**src/rtl/ascii_line_sender.sv**
```systemverilog
// Snapshots a packed digit bus on start and streams PREFIX, grouped digits and a line terminator to a UART, one byte per handshake.
// First tx_start 2 cycles after start; each character waits for tx_busy low, then for the UART to take it (or ACK_TO), then for tx_busy low again.
module ascii_line_sender #(
  parameter logic [127:0] PREFIX     = "TIME = ",
  parameter int           PREFIX_LEN = 7,
  parameter int           N_DIGITS   = 8,
  parameter int           GROUP      = 2,
  parameter logic [7:0]   SEP        = ":",
  parameter bit           CRLF_EN    = 1'b0,
  parameter bit           HEX_EN     = 1'b0,
  parameter bit           LZB_EN     = 1'b0
) (
  input  logic                  clk,
  input  logic                  rst,
  input  logic                  start,
  input  logic [4*N_DIGITS-1:0] digits,
  input  logic                  tx_busy,
  output logic                  tx_start,
  output logic [7:0]            tx_data,
  output logic                  busy,
  output logic                  done
);

  localparam int NSEP   = (GROUP == 0) ? 0 : (N_DIGITS - 1) / GROUP;
  localparam int LEN    = PREFIX_LEN + N_DIGITS + NSEP + (CRLF_EN ? 2 : 1);
  localparam int IW     = $clog2(LEN + 1);
  localparam int GDIV   = (GROUP == 0) ? 1 : GROUP;
  localparam int ACK_TO = 4;
  localparam logic [IW-1:0] LAST = IW'(LEN - 1);

  typedef enum logic [1:0] {IDLE, ISSUE, WAIT_ACK, WAIT_TX} state_t;

  state_t                state, state_nxt;
  logic [IW-1:0]         idx, idx_nxt;
  logic [4*N_DIGITS-1:0] snap, snap_nxt;
  logic [1:0]            ack_cnt, ack_nxt;
  logic                  tx_start_nxt, done_nxt;
  logic [7:0]            tx_data_nxt;
  logic [7:0]            cur_char;

  function automatic logic [7:0] digit_char(input logic [3:0] d);
    if (d < 4'd10)
      return 8'h30 + {4'h0, d};
    else if (HEX_EN)
      return 8'h41 + {4'h0, d - 4'd10};
    else
      return 8'h3F;
  endfunction

  // Character at the current index; separators are counted from the least significant digit.
  always_comb begin
    int         pos;
    int         kn;
    logic       lead;
    logic [3:0] nib;
    logic [3:0] nxt;
    cur_char = 8'h00;
    pos      = PREFIX_LEN;
    lead     = LZB_EN;
    nib      = 4'h0;
    nxt      = 4'h0;
    kn       = 0;
    for (int i = 0; i < PREFIX_LEN; i++) begin
      if (int'(idx) == i) cur_char = PREFIX[8*(PREFIX_LEN-1-i) +: 8];
    end
    for (int k = 0; k < N_DIGITS; k++) begin
      nib = snap[4*(N_DIGITS-1-k) +: 4];
      if (nib != 4'h0 || k == N_DIGITS - 1) lead = 1'b0;
      if (int'(idx) == pos) cur_char = lead ? 8'h20 : digit_char(nib);
      pos = pos + 1;
      if (GROUP != 0 && k < N_DIGITS - 1 && ((N_DIGITS - 1 - k) % GDIV) == 0) begin
        kn  = (k + 1 < N_DIGITS) ? k + 1 : k;
        nxt = snap[4*(N_DIGITS-1-kn) +: 4];
        // blank the separator only when the digit after it is blanked too
        if (int'(idx) == pos)
          cur_char = (lead && nxt == 4'h0 && kn != N_DIGITS - 1) ? 8'h20 : SEP;
        pos = pos + 1;
      end
    end
    if (CRLF_EN) begin
      if (int'(idx) == pos)     cur_char = 8'h0D;
      if (int'(idx) == pos + 1) cur_char = 8'h0A;
    end else begin
      if (int'(idx) == pos)     cur_char = 8'h0A;
    end
  end

  always_comb begin
    state_nxt    = state;
    idx_nxt      = idx;
    snap_nxt     = snap;
    ack_nxt      = ack_cnt;
    tx_start_nxt = 1'b0;
    tx_data_nxt  = tx_data;
    done_nxt     = 1'b0;
    case (state)
      IDLE: begin
        if (start) begin
          snap_nxt  = digits;
          idx_nxt   = '0;
          state_nxt = ISSUE;
        end
      end
      ISSUE: begin
        if (!tx_busy) begin
          tx_data_nxt  = cur_char;
          tx_start_nxt = 1'b1;
          ack_nxt      = 2'd0;
          state_nxt    = WAIT_ACK;
        end
      end
      WAIT_ACK: begin
        if (tx_busy || ack_cnt == 2'(ACK_TO - 1))
          state_nxt = WAIT_TX;
        else
          ack_nxt = ack_cnt + 2'd1;
      end
      WAIT_TX: begin
        if (!tx_busy) begin
          if (idx == LAST) begin
            state_nxt = IDLE;
            done_nxt  = 1'b1;
          end else begin
            idx_nxt   = idx + IW'(1);
            state_nxt = ISSUE;
          end
        end
      end
      default: state_nxt = IDLE;
    endcase
  end

  always_ff @(posedge clk or negedge rst) begin
    if (!rst) begin
      state    <= IDLE;
      idx      <= '0;
      snap     <= '0;
      ack_cnt  <= 2'd0;
      tx_start <= 1'b0;
      tx_data  <= 8'h00;
      done     <= 1'b0;
    end else begin
      state    <= state_nxt;
      idx      <= idx_nxt;
      snap     <= snap_nxt;
      ack_cnt  <= ack_nxt;
      tx_start <= tx_start_nxt;
      tx_data  <= tx_data_nxt;
      done     <= done_nxt;
    end
  end

  assign busy = (state != IDLE);

endmodule
```
**config.mk**
```make
export PLATFORM = sky130hd
export DESIGN_NAME = ascii_line_sender
export DESIGN_NICKNAME = d
export VERILOG_FILES = /design/src/rtl/ascii_line_sender.sv
export SDC_FILE = /design/constraint.sdc
export NUM_CORES = 1
export LEC_CHECK = 0
export ABC_AREA = 1
export CAP_MARGIN = 20
export CORE_UTILIZATION = 53
export DETAILED_ROUTE_END_ITERATION = 6
export PLACE_DENSITY = 0.8
export SETUP_SLACK_MARGIN = 0.4
export SYNTH_ARGS = -nofsm -noshare
export SYNTH_HDL_FRONTEND = slang
export SYNTH_SLANG_ARGS = --single-unit
export TNS_END_PERCENT = 10
```
**constraint.sdc**
```tcl
create_clock -name clk -period 2.35 [get_ports clk]
set_input_delay 0.235 -clock clk [delete_from_list [all_inputs] [get_ports clk]]
set_output_delay 0.235 -clock clk [all_outputs]
set_load 0.05 [all_outputs]
```
# --- After elaboration in Yosys (flattened, before gate mapping) ---
# Index checks and enable logic that the tools add are counted.
word_totals:
  regBits: 51
  latch_bits: 0
  ram_bits: 0
  mem_bits_ro: 0
  inputBits: 36
  out_inout_bits: 11
  n_memories: 0
classes:
  addsub: 10
  mul: 0
  n_div: 0
  order_cmp: 8
  eq_ne: 29
  shifts: 0
  muxes: 45
  bitwise_logic: 1
  n_reduce_logical: 11
op_table:
  columns: ["op", "count"]
  rows:
  - ["2-to-1 mux 8 bit", 15]
  - ["2-to-1 mux 7 bit", 12]
  - ["== test 5 bit (second input constant)", 12]
  - ["adder 6 x 4 -> 7 bit (first input constant)", 8]
  - ["< comparator 4 bit (second input constant)", 8]
  - ["== test 5 x 4 -> 1 bit (second input constant)", 4]
  - ["2-to-1 mux 5 bit", 3]
  - ["2-to-1 mux 2 bit", 6]
  - ["inequality test 2 bit (second input constant)", 6]
  - ["== test 5 x 3 -> 1 bit (second input constant)", 2]
  - ["one-hot mux 5 bit (2 select lines)", 1]
  - ["one-hot mux 2 bit (4 select lines)", 1]
  - ["AND reduction 4 bit", 2]
  - ["== test 2 bit (second input constant)", 3]
  - ["2-to-1 mux 1 bit", 6]
  - ["nonzero test 2 bit", 3]
  - ["adder 5 x 1 -> 5 bit (second input constant)", 1]
  - ["== test 5 x 2 -> 1 bit (second input constant)", 1]
  - ["logical NOT 5 bit", 1]
  - ["one-hot mux 2 bit (2 select lines)", 1]
  - ["AND reduction 2 bit", 2]
  - ["AND reduction 3 bit", 1]
  - ["adder 2 x 1 -> 2 bit (second input constant)", 1]
  - ["== test 2 x 1 -> 1 bit (second input constant)", 1]
  - ["3 further kinds", 3]

# --- Longest topological paths before layout ---
depth:
  ltp_word: 20
  ltp_mapped: 22

# --- Worst setup path before layout ---
# Ideal clock, no wire load.
synth_timing:
  path_type: "register to register"
  startpoint: "register state[0]"
  endpoint: "register idx[3]"
  setup_time_ns: 0.088
  t_arrival_ns: 1.741
  t_required_ns: 2.262
  slack_ns: 0.521
  stages_incl_launch_ff: 11
  period_less_slack_ns: 1.829
  path_cell_list: "dfrtp_1 inv_1 ha_1 inv_1 o21ai_0 inv_1 nand2_1 inv_1 o21ai_2 o21ai_0 nor3b_1"
synth_via:
  elab_chain_cells: 3
  elab_cells_between_ends: 8
synth_lines:
  columns: ["item", "line_no", "rtl"]
  rows:
  - ["from (decl)", "33", "state_t state, state_nxt;"]
  - ["from (signal assigned)", "143", "state <= state_nxt;"]
  - ["== test 2 bit / logical NOT 2 bit (equally long branches)", "96", "case (state)"]
  - ["inequality test 2 bit (no source line) / nonzero test 2 bit (equally long branches)", null, null]
  - ["AND reduction 4 bit (no source line)", null, null]
  - ["to (signal assigned)", "144", "idx <= idx_nxt;"]
  - ["to (decl)", "34", "logic [IW-1:0] idx, idx_nxt;"]
# Parallel ways exist; a longest one is shown, timed or not.
# A chain may end at the register's enable or synchronous reset.

# --- Worst setup path in the final report ---
layout_timing:
  startpoint: "register idx[0]"
  endpoint: "register tx_data[0]"
layout_via:
  elab_chain_cells: 19
  elab_cells_between_ends: 36
layout_lines:
  columns: ["item", "line_no", "rtl"]
  rows:
  - ["== test 5 x 2 -> 1 bit", "64", "if (int'(idx) == i) cur_char = PREFIX[8*(PREFIX_LEN-1-i) +: 8];"]
  - ["2-to-1 mux 7 bit (3 in series)", "64", null]
  - ["2-to-1 mux 8 bit (3 in series)", "64", null]
  - ["2-to-1 mux 8 bit (2 in series)", "69", "if (int'(idx) == pos) cur_char = lead ? 8'h20 : digit_char(nib);"]
  - ["2-to-1 mux 8 bit", "75", "if (int'(idx) == pos)"]
  - ["2-to-1 mux 8 bit (2 in series)", "69", null]
  - ["2-to-1 mux 8 bit", "75", null]
  - ["2-to-1 mux 8 bit (2 in series)", "69", null]
  - ["2-to-1 mux 8 bit", "75", null]
  - ["2-to-1 mux 8 bit (2 in series)", "69", null]
  - ["2-to-1 mux 8 bit *", "84", "if (int'(idx) == pos) cur_char = 8'h0A;"]
  - ["to (signal assigned)", "148", "tx_data <= tx_data_nxt;"]
  - ["to (decl)", "19", "output logic [7:0] tx_data,"]
# Every way passes the cells marked *; elsewhere a longest branch is shown, timed or not.

==> results.txt <==
Across the routed clock network, the largest skew measured is 0.0116 ns. The wire-length estimate of the detail-placed layout is 4.49 mm. The standard-cell row count came out at 25.

By startpoint and endpoint, the worst setup path is classified as reg -> reg. The nature of the critical path startpoint is a flip-flop. The clock root buffer is clkbuf_8. The internal power of the cells is 2440 µW.

The min-delay analysis places its worst path in the category in -> async. The initial core utilization came out at 0.569. The average detailed-routed wire length per instance is 13.6 µm. The area growth from synthesis to final layout came out at 28.5%.

The worst setup path is captured at a flip-flop. The number of max-slew violations in the final report is 0. The net switching power figure is 1850 µW. The detailed router placed 2479 vias in this run. The power share of the combinational group is 0.521. The setup TNS is 0 ns. The share of total power dissipated in sequential elements is 0.360.

The worst slew slack as a fraction of its limit is 0.664. 0 antenna diodes ended up in the layout. Of the post-synthesis cell area, the dominant cell type holds 0.451.

The die height came out at 74.4 µm. The global placer's final weighted congestion is 0.990. STA puts the critical path data required time at 2.54 ns.

The remaining antenna violation count after routing came out at 0. The latest clock arrival within the worst-skew pair is 0.31 ns. The final hold violation count is 0. TritonCTS built the clock tree. The maximum fanout count along the critical path came out at 4. Summed over all cells, the static leakage comes to 0.00165 µW. The detail-routed via count per cell came out at 5.42. The die covers 5530 µm². The run finished with clean final reports. The final global-route overflow total came out at 0. The final period utilization came out at 0.851.

Entering global routing, the biggest net connects 51 pins. The count of synthesis-stage warnings from yosys is 0. The portion of total power attributed to the clock network came out at 0.119. After clock tree synthesis, the clock-pin slew on the worst setup and hold paths is 0.09 ns. The number of sinks driven by the clock tree came out at 50. Leaving out fill and tap cells, the most frequent cell in the layout is nand2_1. In this run the power density over the cells is 1200 nW/µm². The ratio of cells with drive above 1 in the final layout is 0.190. The number of global-route vias before repair is 2318. Setup violations remaining at the end of the flow were counted as 0. The synthesized design spends more area on one cell type than any other, namely dfrtp_1. The routed design has 6.20 mm of wire. The per-instance average area after synthesis is 8.46 µm². The transition at the pin with the smallest max-transition slack came out at 0.503 ns. The switching share of power is 0.432.

The final net count is 435. The clock passes through at most 2 buffers. Synthesis inferred 50 register bits. The end-of-flow core utilization came out at 0.731. The number of placed I/O pins is 47. In the synthesized netlist, the number of instances is 328.

The detailed-router iteration count before antenna repair is 5. The data arrival at the endpoint of the critical path is 2.19 ns. Setup repair after global routing could not meet its margin everywhere. The library cells used most frequently in the layout, excluding fill and tap cells, are nand2_1, dfrtp_1, clkdlybuf4s50_1. The first global-routing pass estimated 10.1 mm of wire.

The overall global routing resource usage came out at 0.237. The H-tree depth reported by CTS came out at 2. The filler cells instantiated in the layout total 370. The number of antenna violations at the first check in global routing is 0. Counting I/O delays and the setup requirement, the final critical path takes 2.00 ns.

TritonCTS created 5 clock buffers. The area after detailed placement is 3330 µm². In this run the cell area of the synthesized design comes to 2780 µm². The max-cap check violation count is 0. The first-iteration detailed-routing DRC count came out at 102. Counting every net in the synthesized netlist gives 374. The area of all placed cells without fillers came out at 3570 µm². The die span in x is 74.4 µm. The core outline area is 4880 µm². After detailed routing, the number of remaining DRC violations is 0.

Input and output buffers added on the ports amount to 45. The maximum achievable frequency is 500 MHz. The peak supply drop is 0.000629 V. Ranked by total cell area, the synthesized netlist is headed by dfrtp_1, mux2_2, nand2_1. The share of the Yosys chip area taken by registers is 0.451. The synthesized netlist contains 31 unique library cells.
==> state kept, by name (all words and copies together) (netlist names) <==
signal	flops
snap	32
tx_data	7
tx_start	1
done	1
ack_cnt	2
idx	5
state	2
==> power groups by stage <==
stage               registers, µW  clock network [µW]  logic, µW
floorplan                    1660                   0       1340
global placement             1530                   0       2000
detailed placement           1550                   0       2040
CTS                          1530                 519       2040
global route                 1600                 559       2490
finish                       1550                 509       2240
==> timing repair <==
action                                  CTS  global route
endpoints found under the hold margin    50             0
setup buffers                             0             8
hold buffers                              1             0
endpoints found under the setup margin    3             8
pin swaps                                 0             8
gates resized for setup                   1            19
==> synthesized netlist by cell type <==
master,number
o311ai_1,1
nand3_1,16
nor2_2,2
nand4_1,4
a31oi_1,2
o21ai_1,1
o211ai_1,3
nand3_2,1
nand2_2,6
nand2_1,64
buf_4,1
o21ai_0,32
nor2_1,37
mux2_2,28
nor3b_1,1
conb_1,1
a21oi_1,13
a211oi_1,1
a221oi_1,1
nand3b_1,1
inv_1,37
clkbuf_1,3
nor3_1,3
or2_2,1
o21a_1,2
inv_2,3
ha_1,10
dfrtp_1,50
nor2_4,1
o21ai_2,1
o22ai_1,1
==> logic make-up after synthesis <==
family / after synthesis / synth area share
buffers and inverters: 44 / 0.0608
adder cells (fa/ha/maj): 10 / 0.0451
other: 1 / 0.00135
flip-flops: 50 / 0.451
multiplexers: 28 / 0.114
AO/OA/AOI/OAI: 58 / 0.115
AND/OR/NAND/NOR: 137 / 0.213
==> final cells by class <==
class | count | area, µm² | area share
multi-input combinational | 234 | 1430 | 0.401
sequential | 50 | 1250 | 0.351
timing repair buffer | 58 | 557 | 0.156
inverter | 40 | 153 | 0.0428
clock buffer | 7 | 86.3 | 0.0242
tap | 67 | 83.8 | 0.0235
clock inverter | 1 | 5.00 | 0.00140
==> worst max-delay path, stage by stage (launching register included) <==
cell,delay (ns)
dfrtp_2,0.49
inv_4,0.12
ha_4,0.15
nand2_4,0.08
nor2_4,0.13
nand3_2,0.08
nand2_1,0.07
nor2_1,0.03
nand2_1,0.06
nand2_1,0.04
nand2_1,0.05
nand2_1,0.04
nand2_1,0.07
nand2_1,0.06
nand2_1,0.06
nand2_1,0.05
nand2_1,0.06
nand2_1,0.04
nand2_1,0.06
nand2_1,0.04
nand2_1,0.05
nand2_1,0.04
==> through the flow <==
step | setup slack (ns) | hold WS (ns) | std cells | power, µW
global placement | 0.379 | 0.243 | 440 | 3520
global route | 0.173 | 0.489 | 457 | 4640
CTS | 0.324 | 0.449 | 449 | 4090
floorplan | 0.521 | -0.0606 | 328 | 3000
finish | 0.350 | 0.438 | 457 | 4300
detailed placement | 0.356 | 0.241 | 440 | 3590
==> layer usage <==
layer,up-vias,routed length (µm),track usage
li1,1207,-,-
met4,0,119,0.0839
met3,14,425,0.0637
met2,113,2990,0.384
met5,-,0,0
met1,1145,2670,0.306
==> worst paths after layout <==
check                             end  cells after the start        from  slack, ns
max                        tx_data[0]                     21      idx[0]       0.35
min                        ack_cnt[1]                      3         rst       0.44
max reg2reg                tx_data[0]                     21      idx[0]       0.35
min reg2reg                tx_data[2]                      2  tx_data[2]       0.49
max in group asynchronous    snap[29]                      3         rst       1.68
min in group clk           tx_data[2]                      2  tx_data[2]       0.49
Power figures use the tool's default switching activity.
==> edit 1 (config.mk and constraints unchanged) <==
`LZB_EN`: 1'b0 -> 1'b1.
--- a/src/rtl/ascii_line_sender.sv
+++ b/src/rtl/ascii_line_sender.sv
@@ -10,3 +10,3 @@
   parameter bit           HEX_EN     = 1'b0,
-  parameter bit           LZB_EN     = 1'b0
+  parameter bit           LZB_EN     = 1'b1
 ) (
Behaviour: same outputs for any inputs over 10 cycles, from zero or initial values and one cycle with rst low; that may be too few to reach the edited logic, so the function may still have changed.
==> edit 1 against the original RTL <==
Wire length rose by 19%; worst setup slack got worse by 40 ps; hold slack got worse by 100 ps; sequential cell count did not move; utilization fell by 3.2 points; total power rose by 2.6%; sequential share of layout area fell by 2.5 points; synthesized cell count rose by 28%; synthesized area rose by 8.9%; cell area rose by 7.9%.
==> edit 1: results <==
group,metric,value,unit
grt,grt_pass1_wl,11.9,mm
critical_path,reg2reg_slack,310,ps
sta,finalClockSkew,8.84,ps
placed_design,dp_cells,536,
placed_design,numPortBuffers,45,
placed_design,gp_congestion,0.896,
synthesis,synth_nets,468,
route,vias_per_cell,5.25,
layout,reg_top3,"snap (32), tx_data (7), idx (5)",
power_and_ir_drop,seq_cell_power,1490,uW
placed_design,dpl_worst_slack,247,ps
power_and_ir_drop,internal_power,2400,uW
cts,insertion_delay,320,ps
critical_path,reg2regPathDepth,11,
cts,cts_root_buf,"clkbuf_8",
power_and_ir_drop,leakagePower,0.00189,uW
placed_design,hpwl,5.21,mm
grt,grt_util_all_layers,24.6,%
critical_path,rr_endpoint,"tx_data[4]$_DFFE_PN0P_",
critical_path,arrival,2260,ps
synthesis,syn_avg_cell_area,7.18,sq um
power_and_ir_drop,p_clk,630,uW
grt,grt_start_max_net_pins,33,
sta,hold_slack,338,ps
synthesis,async_reset_ff_share,100,%
synthesis,yosysSeqAreaShare,41.4,%
critical_path,crit_fanout,5,
critical_path,regToRegStartpoint,"snap[31]$_DFFE_PN0P_",
synthesis,synth-warning-count,0,
sta,post-route-period-util,86.8,%
power_and_ir_drop,ir_drop,0.869,mV
status,run_status,"finished, final reports clean",
placed_design,post_dp_cell_area,3580,sq um
power_and_ir_drop,pg_comb,2290,uW
layout,nets,528,
synthesis,synth_fa_ha_area_share,4.55,%
synthesis,yosys-top-cells-count,"nand2_1 (103), nor2_1 (62), inv_1 (55), dfrtp_1 (50), a21oi_1 (35)",
synthesis,synth_compound_area_share,12.9,%
sta,tightest_slew,660,ps
synthesis,synth-xor-area-share,0,%
cts,cts_made_buffers,5,
route,wl_per_cell,13.3,microns
cts,cts_htree_levels,2,
layout,final_layout_size_suffix_gt1_share,14.1,%
grt,grt_pass1_vias,2748,
synthesis,ys_top_cells_by_area,"dfrtp_1 (41%), nand2_1 (13%), nor2_1 (7.7%), inv_1 (6.8%), a21oi_1 (5.8%)",
synthesis,synthMuxAreaShare,3.35,%
layout,instances_no_fill,554,
synthesis,ys_types,35,
route,dr.pass1.iters,4,
route,drtIter0Drc,211,
layout,diodes,0,
[edit 1: worst max path at each step]
stage / from / endpoint / cells after the start
5_1_grt: snap[31]$_DFFE_PN0P_ / tx_data[4]$_DFFE_PN0P_ / 11
6_report: snap[31]$_DFFE_PN0P_ / tx_data[4]$_DFFE_PN0P_ / 11
3_3_place_gp: idx[0]$_DFFE_PN0P_ / tx_data[0]$_DFFE_PN0P_ / 16
3_5_place_dp: idx[0]$_DFFE_PN0P_ / tx_data[1]$_DFFE_PN0P_ / 18
4_1_cts: idx[0]$_DFFE_PN0P_ / tx_data[0]$_DFFE_PN0P_ / 16
2_1_floorplan: state[0]$_DFFE_PN0P_ / idx[3]$_DFFE_PN0P_ / 10
[edit 1: area by class of cell]
| type | count | area, sq um |
|---|---|---|
| Clock buffer | 5 | 68.8 |
| Clock inverter | 3 | 45.0 |
| Fill cell | 467 | 1660 |
| Inverter | 61 | 234 |
| Multi-Input combinational cell | 304 | 1600 |
| Sequential cell | 50 | 1250 |
| Tap cell | 72 | 90.1 |
| Timing Repair Buffer | 59 | 564 |
[edit 1: worst max-delay path: stages, from the launching register on]
cell and delay, ps:
dfrtp_1 440, nor2_1 120, nand2_1 110, nor2_2 140
nand4_1 230, nor3_2 260, nand4_1 190, o21bai_1 200
nand2_1 80, nand2_1 60, nand2_1 60, nand2_1 40
[edit 1: what timing repair did]
action / in CTS / in global routing
endpoints found under the hold margin: 13 / 0
gates cloned: 0 / 0
buffers inserted: 0 / 9
pin swaps: 0 / 10
gates resized for setup: 1 / 26
hold buffers: 1 / 0
endpoints found under the setup margin: 6 / 9
[edit 1: metal layers]
metal  track usage, %  share of wire (%)  up-vias
met2             42.8                 50       96
li1                 -                  -     1462
met4             6.60                1.9        0
met1             31.0                 43     1335
met3             5.06                4.7       18
met5                0                  0        -
==> edit 2 (same flow settings) <==
Without the edit above. Encoding of `state_t`: now Gray code (2 bits for 4 states).
--- a/src/rtl/ascii_line_sender.sv
+++ b/src/rtl/ascii_line_sender.sv
@@ -30,3 +30,3 @@
 
-  typedef enum logic [1:0] {IDLE, ISSUE, WAIT_ACK, WAIT_TX} state_t;
+  typedef enum logic [1:0] {IDLE = 2'b00, ISSUE = 2'b01, WAIT_ACK = 2'b11, WAIT_TX = 2'b10} state_t;
 
Behaviour: same outputs for any inputs over 10 cycles, from zero or initial values and one cycle with rst low; not proved beyond that.
==> edit 2 against the original RTL <==
Sequential share of layout area increased by 0.25 points; wire length is 6.2% higher; cell count grew 10%; worst setup slack worse by 29 ps; total power increased by 5.3%; synthesized area down 0.90%; largest cell class unchanged; critical path type unchanged; sequential cell count did not move; cell area down 0.60%.
==> edit 2: results <==
group,metric,value,unit
placed_design,dpl_worst_slack,215,ps
synthesis,synth_nets,423,
layout,instances_no_fill,503,
power_and_ir_drop,ir_drop,0.523,mV
grt,grt_util_all_layers,25.8,%
route,dr.pass1.iters,4,
layout,reg_top3,"snap (32), tx_data (7), idx (5)",
layout,fill_cells,394,
cts,insertion_delay,300,ps
sta,finalClockSkew,5.64,ps
critical_path,arrival,2230,ps
route,vias,2546,
layout,final_layout_size_suffix_gt1_share,13.3,%
cts,cts_htree_levels,2,
cts,cts_made_buffers,5,
status,run_status,"finished, final reports clean",
synthesis,yosys-top-cells-count,"nand2_1 (143), dfrtp_1 (50), inv_1 (37), nor2_1 (32), o21ai_0 (32)",
placed_design,dp_cells,490,
placed_design,hpwl,4.67,mm
critical_path,crit_fanout,4,
sta,tightest_slew,643,ps
cts,clkTransAtPathRegs,90,ps
cts,clockBufferDepth,2,
synthesis,ys_types,35,
sta,setup_tns,0,ps
critical_path,crit_family,"simple AND/OR/NAND/NOR gates",
power_and_ir_drop,leakagePower,0.00179,uW
layout,nets,478,
synthesis,ys_top_cells_by_area,"dfrtp_1 (45%), nand2_1 (20%), o21ai_0 (5.8%), inv_1 (5.0%), nor2_1 (4.4%)",
critical_path,max_stage_delay,480,ps
flow_run,maxCapViolations,0,
synthesis,syn_avg_cell_area,7.22,sq um
route,drtIter0Drc,133,
route,wl_per_cell,13.1,microns
grt,grt_pass1_wl,10.8,mm
synthesis,async_reset_ff_share,100,%
grt,grt_pass1_vias,2367,
route,drcViolationCount,0,
grt,antenna_found_initial,0,
synthesis,synth-warning-count,0,
synthesis,yosysSeqAreaShare,45.5,%
cts,cts_root_buf,"clkbuf_8",
layout,diodes,0,
worst_hold_path,min_path_type,"in2async",
critical_path,crit_slowest_cell,"dfrtp_2",
placed_design,numPortBuffers,45,
grt,grt_start_max_net_pins,51,
placed_design,gp_congestion,0.955,
-- edit 2: cell count changes after synthesis, moves of 3 or more --
cell,before,now
nand2_1,64,143
mux2_2,28,0
nor2_1,37,32
ha_1,10,6
clkbuf_1,3,6
nand2_2,6,3
-- edit 2: per-stage QoR --
stage          hold WS [ps]  total power, uW  area, sq um
6_report               19.3             4520         3550
5_1_grt                 105             4920         3550
4_1_cts                52.1             4420         3500
3_5_place_dp            380             3730         3280
3_3_place_gp            373             3680         3280
2_1_floorplan         -60.6             3100         2750
-- edit 2: path summary, 6_finish.rpt --
kind | startpoint | endpoint | slack, ps | cells past startpoint
worst max-delay path | idx[0]$_DFFE_PN0P_ | tx_data[0]$_DFFE_PN0P_ | 320 | 21
worst min-delay path | rst | snap[12]$_DFFE_PN0P_ | 20 | 2
worst max register to register | idx[0]$_DFFE_PN0P_ | tx_data[0]$_DFFE_PN0P_ | 320 | 21
worst min register to register | snap[16]$_DFFE_PN0P_ | snap[16]$_DFFE_PN0P_ | 480 | 2
max in group asynchronous | rst | idx[1]$_DFFE_PN0P_ | 1850 | 2
min in group clk | digits[14] | snap[14]$_DFFE_PN0P_ | 460 | 3
-- edit 2: metal layers --
layer / share of wire [%] / GRT usage [%]
met1: 47 / 34.3
met5: 0 / 0
met3: 3.8 / 4.47
met2: 48 / 43.5
met4: 1.4 / 6.84
-- edit 2: power breakdown --
| group | total [uW] | internal, uW | switching (uW) |
|---|---|---|---|
| clock network | 487 | 205 | 282 |
| registers | 1560 | 1250 | 318 |
| logic | 2470 | 927 | 1540 |
| total | 4520 | 2380 | 2140 |
-- edit 2: worst reg2reg max path: stages, from the launching register on --
cell     delay (ps)
dfrtp_2         480
inv_4           120
ha_4            150
nand2_2          80
inv_4            90
nand2_4          70
nor3_2          110
nor2_1           70
nand2_1          60
nand2_1          50
nand2_1          70
nand2_1          60
nand2_1          50
nand2_1          40
nand2_1          60
nand2_2          60
nand2_1          60
nand2_1          50
nand2_1          60
nand2_1          50
nand2_1          50
nand2_1          40
-- edit 2: area by class of cell --
class,count,area share (%)
clock inverters,1,0.212
well taps,67,2.36
multi-input cells,279,40.1
flip-flops and latches,50,35.3
clock buffers,6,2.05
inverters,44,5.01
repair buffers,56,14.9
-- edit 2: cells by family after synthesis --
family          share of synthesized area [%]
buf+inv                                  7.50
other cells                             0.136
flops                                    45.5
compound gates                           11.7
fa+ha+maj                                2.73
mux                                     0.364
simple gates                             32.1
-- edit 2: what timing repair did --
item                                    CTS  global route
pin swaps                                 3             3
endpoints found under the setup margin    6             9
hold buffers                              0             0
gates cloned                              0             0
buffers inserted                          4             2
gates resized for setup                  29             8
